<file path="src/rtl/assert_seq_gen.sv">
// assert_seq_gen: emits a->b->c->d bursts (reps x, gap idle cycles apart).
// Ports: clock, reset(async hi), start, gap, reps, [inj_en, inj_step with
// ASSERT_SEQ_ERR_INJ_EN], a..d pattern, e end marker, busy, done, iter_cnt.
module assert_seq_gen #(
  parameter int GAP_W = 4,
  parameter int REP_W = 8
) (
  input  logic             clock,
  input  logic             reset,
  input  logic             start,
`ifdef ASSERT_SEQ_ERR_INJ_EN
  input  logic             inj_en,
  input  logic [1:0]       inj_step,
`endif
  input  logic [GAP_W-1:0] gap,
  input  logic [REP_W-1:0] reps,
  output logic             a,
  output logic             b,
  output logic             c,
  output logic             d,
  output logic             e,
  output logic             busy,
  output logic             done,
  output logic [REP_W-1:0] iter_cnt
);

  typedef enum logic [2:0] {
    IDLE, S_A, S_B, S_C, S_D, GAP, DONE
  } state_t;

  state_t           state, nstate;
  logic [GAP_W-1:0] gap_q, ngap;
  logic [REP_W-1:0] reps_q, nreps;
  logic [GAP_W-1:0] gcnt, ngcnt;
  logic [REP_W-1:0] niter;
  // last: the iteration in flight is the final one of the burst
  logic             last, nlast;
  logic [3:0]       mask;

`ifdef ASSERT_SEQ_ERR_INJ_EN
  logic       inj_en_q, n_inj_en;
  logic [1:0] inj_step_q, n_inj_step;
`endif

  always_comb begin
    nstate = state;
    ngap   = gap_q;
    nreps  = reps_q;
    ngcnt  = gcnt;
    nlast  = last;
    niter  = iter_cnt;
`ifdef ASSERT_SEQ_ERR_INJ_EN
    n_inj_en   = inj_en_q;
    n_inj_step = inj_step_q;
`endif
    unique case (state)
      IDLE: begin
        if (start) begin
          niter = '0;
          if (reps != '0) begin
            nstate = S_A;
            ngap   = gap;
            nreps  = reps;
            nlast  = (reps == REP_W'(1));
`ifdef ASSERT_SEQ_ERR_INJ_EN
            n_inj_en   = inj_en;
            n_inj_step = inj_step;
`endif
          end else begin
            nstate = DONE;
          end
        end
      end
      S_A: nstate = S_B;
      S_B: nstate = S_C;
      S_C: nstate = S_D;
      S_D: begin
        niter = iter_cnt + REP_W'(1);
        if (last) begin
          nstate = DONE;
        end else begin
          // next iteration is final when two more completions reach reps
          nlast = ({1'b0, iter_cnt} + (REP_W+1)'(2))
                  == {1'b0, reps_q};
          ngcnt = gap_q;
          nstate = (gap_q == '0) ? S_A : GAP;
        end
      end
      GAP: begin
        if (gcnt <= GAP_W'(1)) nstate = S_A;
        else ngcnt = gcnt - GAP_W'(1);
      end
      DONE: nstate = IDLE;
      default: nstate = IDLE;
    endcase
  end

  always_comb begin
    mask = '0;
`ifdef ASSERT_SEQ_ERR_INJ_EN
    if (n_inj_en && nlast) mask = 4'b0001 << n_inj_step;
`endif
  end

  always_ff @(posedge clock or posedge reset) begin
    if (reset) begin
      state    <= IDLE;
      gap_q    <= '0;
      reps_q   <= '0;
      gcnt     <= '0;
      last     <= 1'b0;
      iter_cnt <= '0;
      a        <= 1'b0;
      b        <= 1'b0;
      c        <= 1'b0;
      d        <= 1'b0;
      e        <= 1'b0;
      busy     <= 1'b0;
      done     <= 1'b0;
    end else begin
      state    <= nstate;
      gap_q    <= ngap;
      reps_q   <= nreps;
      gcnt     <= ngcnt;
      last     <= nlast;
      iter_cnt <= niter;
      // outputs decode the state being entered, so they are registered
      a    <= (nstate == S_A) && !mask[0];
      b    <= (nstate == S_B) && !mask[1];
      c    <= (nstate == S_C) && !mask[2];
      d    <= (nstate == S_D) && !mask[3];
      e    <= (nstate == S_D) && nlast;
      busy <= nstate inside {S_A, S_B, S_C, S_D, GAP};
      done <= (nstate == DONE);
    end
  end

`ifdef ASSERT_SEQ_ERR_INJ_EN
  always_ff @(posedge clock or posedge reset) begin
    if (reset) begin
      inj_en_q   <= 1'b0;
      inj_step_q <= 2'd0;
    end else begin
      inj_en_q   <= n_inj_en;
      inj_step_q <= n_inj_step;
    end
  end
`endif

endmodule

</file>
<file path="config.mk">
export PLATFORM = sky130hd
export DESIGN_NAME = assert_seq_gen
export DESIGN_NICKNAME = d
export VERILOG_FILES = /design/src/rtl/assert_seq_gen.sv
export SDC_FILE = /design/constraint.sdc
export NUM_CORES = 1
export LEC_CHECK = 0
export ABC_CLOCK_PERIOD_IN_PS = 2100
export CAP_MARGIN = 20
export CORE_ASPECT_RATIO = 1.75
export CORE_MARGIN = 10
export CORE_UTILIZATION = 53
export DETAILED_ROUTE_END_ITERATION = 10
export PLACE_DENSITY = 0.86
export SLEW_MARGIN = 20
export SYNTH_ARGS = -nofsm -noshare
export SYNTH_HDL_FRONTEND = slang
export SYNTH_SLANG_ARGS = --single-unit
</file>
<file path="constraint.sdc">
create_clock -name clock -period 2.1 [get_ports clock]
set_input_delay 0.63 -clock clock [delete_from_list [all_inputs] [get_ports clock]]
set_output_delay 0.63 -clock clock [all_outputs]
set_load 0.05 [all_outputs]
</file>
==> flow_summary.ini <==
[outcome]
outcome = finished clean

[grt]
grt_pass1_vias = 1564
grt_max_degree = 36
antenna_found_initial = 0
overflow = 0
gr-usage-all-layers_pct = 14.7
grt_pass1_wl_um = 7380

[job]
drv_cap = 0

[timing]
maxSlewHeadroom_pct = 70.1
clock.fmax_ghz = 0.496
skew_ps = 3.46
final_hold_viol_count = 0
setup_viol = 0
finalCritPeriodShare_pct = 95.9
layout_setup_ws_ps = 85.2
fin_crit_ps = 2010
slew_viol_final = 0
worst_pin_slew_ps = 446

[place]
dp.final_hpwl_um = 3520
pre_cts_ws_ps = -288
port_buffers = 29
routabilityCongestion = 0.815

[detailed_routing]
routedWlPerCell_um = 17.5
ant_nets = 0
via_count = 1465
drt_wl_total_um = 4510
vias_per_cell = 5.70
post-route-drc-count = 0
drt_first_pass_iters = 4
drtIter0Drc = 66

[clock_network]
clk_pin_slew_ps = 60
cts_resized = 0
numCtsBuffers = 5
clkSinkCount = 35
ctsHoldBuffers = 0
cts-root-buf = clkbuf_8
clk_latency_ps = 290
post_cts_buffers = 0
cts_tree = yes
cts_buffer_depth = 2
cts.htree.levels = 2

[worst_setup_path]
cp.required_ps = 2270
cp-end-kind = flop
cp_slowest_stage_delay_ps = 530
worstSetupPathType = in2reg
cp-start-kind = input port
arrival_ps = 2180
path_cells = clkdlybuf4s50_1, or4b_1, a21oi_2, a21oi_1, a41o_1
slowest_stage = or4b_1
path_buf_inv = 1
critPathMaxFanout = 3
crit_family = simple AND/OR/NAND/NOR gates

[power_and_ir_drop]
p_switching_mw = 1.25
p_per_area_nw_per_um2 = 1310
power_mw = 3.08
ir_worst_vdd_mv = 0.801
clkPwrFrac_pct = 14.9
internal-power_mw = 1.83
combPwrFrac_pct = 45.3
leakage_nw = 1.11
switching_share_pct = 40.5
power_frac_seq_pct = 39.8

[logic_synthesis]
synth-edff-count = 0
synth_cells = 167
synth_top_area_share_pct = 46.9
synth_warnings = 0
syn-cell-area_um2 = 1870
synth.distinct_cells = 50
syn_nets = 186
synth_top_area_cell = dfrtp_1
synth.yosys.seq_area_share_pct = 46.9
synthFlopType = dfrtp_1
synth_seq_cells = 35
syn_area_per_cell_um2 = 11.2
synth_area_leaders = dfrtp_1 47%, mux2_4 8.0%, xnor2_1 2.8%
ys_async_sr_fraction_pct = 100

[floorplanning]
dieWidth_um = 64.9
fp-row-count = 28
core_um2 = 3400
dieArea_um2 = 6390
fp.dieH_um = 98.5
num_io_pins = 30
start_util_pct = 54.9

[final_layout]
final_common_cell = dfrtp_1
fin_nets = 230
final_cell_mix = 35 x dfrtp_1, 29 x buf_4, 13 x clkdlybuf4s50_1
drive_gt1_share_pct = 26.4
antenna_cells = 0
syn2layout_area_growth_pct = 25.6

[hold_path]
hold_class = reg2reg
-- layout make-up --
class                      count  area [um2]
clock buffer                   7        76.3
tap                           45        56.3
timing repair buffer          44         380
multi-input combinational    118         923
inverter                       7        26.3
fill                         257        1050
sequential                    35         876
clock inverter                 1        5.00
-- metal layers --
metal | up-vias | track usage [%] | wire (um)
met5 | - | 0 | 0
met4 | 0 | 11.3 | 235
met3 | 21 | 4.54 | 216
met2 | 54 | 26.4 | 2540
met1 | 706 | 13.0 | 1520
li1 | 684 | - | -
-- power by group through the flow --
| stage | sequential, mW | combinational [mW] | clock, mW |
|---|---|---|---|
| floorplan | 1.29 | 0.895 | 0 |
| global placement | 1.21 | 1.31 | 0 |
| detailed placement | 1.23 | 1.38 | 0 |
| CTS | 1.22 | 1.39 | 0.470 |
| global route | 1.26 | 1.49 | 0.500 |
| finish | 1.23 | 1.39 | 0.460 |
-- metrics by stage --
| stage | std cells | hold slack, ps | utilization (%) | cell area (um2) | setup TNS (ps) |
|---|---|---|---|---|---|
| floorplan | 167 | 472 | - | 1870 | 0 |
| global placement | 249 | 500 | 66.1 | 2250 | -3170 |
| detailed placement | 249 | 501 | 66.1 | 2250 | -3990 |
| CTS | 257 | 520 | 68.5 | 2330 | 0 |
| global route | 257 | 565 | 69.0 | 2340 | -94.9 |
| finish | 257 | 519 | 69.0 | 2340 | 0 |
-- state kept, by name (all words and copies together) (netlist names) --
signal	count
d	1
b	1
e	1
iter_cnt	8
gap_q	4
c	1
done	1
gcnt	4
a	1
last	1
state	3
busy	1
reps_q	8
-- synthesized netlist by cell type (2+ instances only) --
master      n
nand2b_1    2
buf_6       3
mux2_4     10
xor2_1      5
mux2_2      2
nor2b_1     2
xnor2_1     6
and3_1      2
nand4_1     2
nor3_1      3
nor3b_1     4
inv_1       7
a21oi_1     8
nand3_1     8
o2bb2ai_1   2
buf_2       3
nand2_1    12
dfrtp_1    35
nor2_1      6
o21bai_1    2
ha_1        4
o21ai_0     7
mux2i_1     3
a211oi_1    2
nand3b_1    2
-- cells by family (layout without fill, tap and decap cells) --
family | count (synthesis) | in the layout | share of synthesized area (%)
flip-flops | 35 | 35 | 46.9
XOR/XNOR | 11 | 11 | 5.16
adder cells (fa/ha/maj) | 4 | 4 | 2.68
buffers and inverters | 14 | 59 | 4.29
AND/OR/NAND/NOR | 54 | 54 | 17.4
AO/OA/AOI/OAI | 34 | 34 | 12.7
multiplexers | 15 | 15 | 10.9
-- final timing paths --
| kind | from | end | slack (ps) | depth (start not counted) |
|---|---|---|---|---|
| min in group asynchronous | reset | e | 750 | 3 |
| min reg2reg | gcnt[3] | gcnt[3] | 520 | 1 |
| max in group asynchronous | reset | iter_cnt[7] | 1050 | 3 |
| max | start | last | 90 | 5 |
| max reg2reg | state[0] | last | 270 | 4 |
| min | gcnt[3] | gcnt[3] | 520 | 1 |
(Power assumes the default switching activity.)
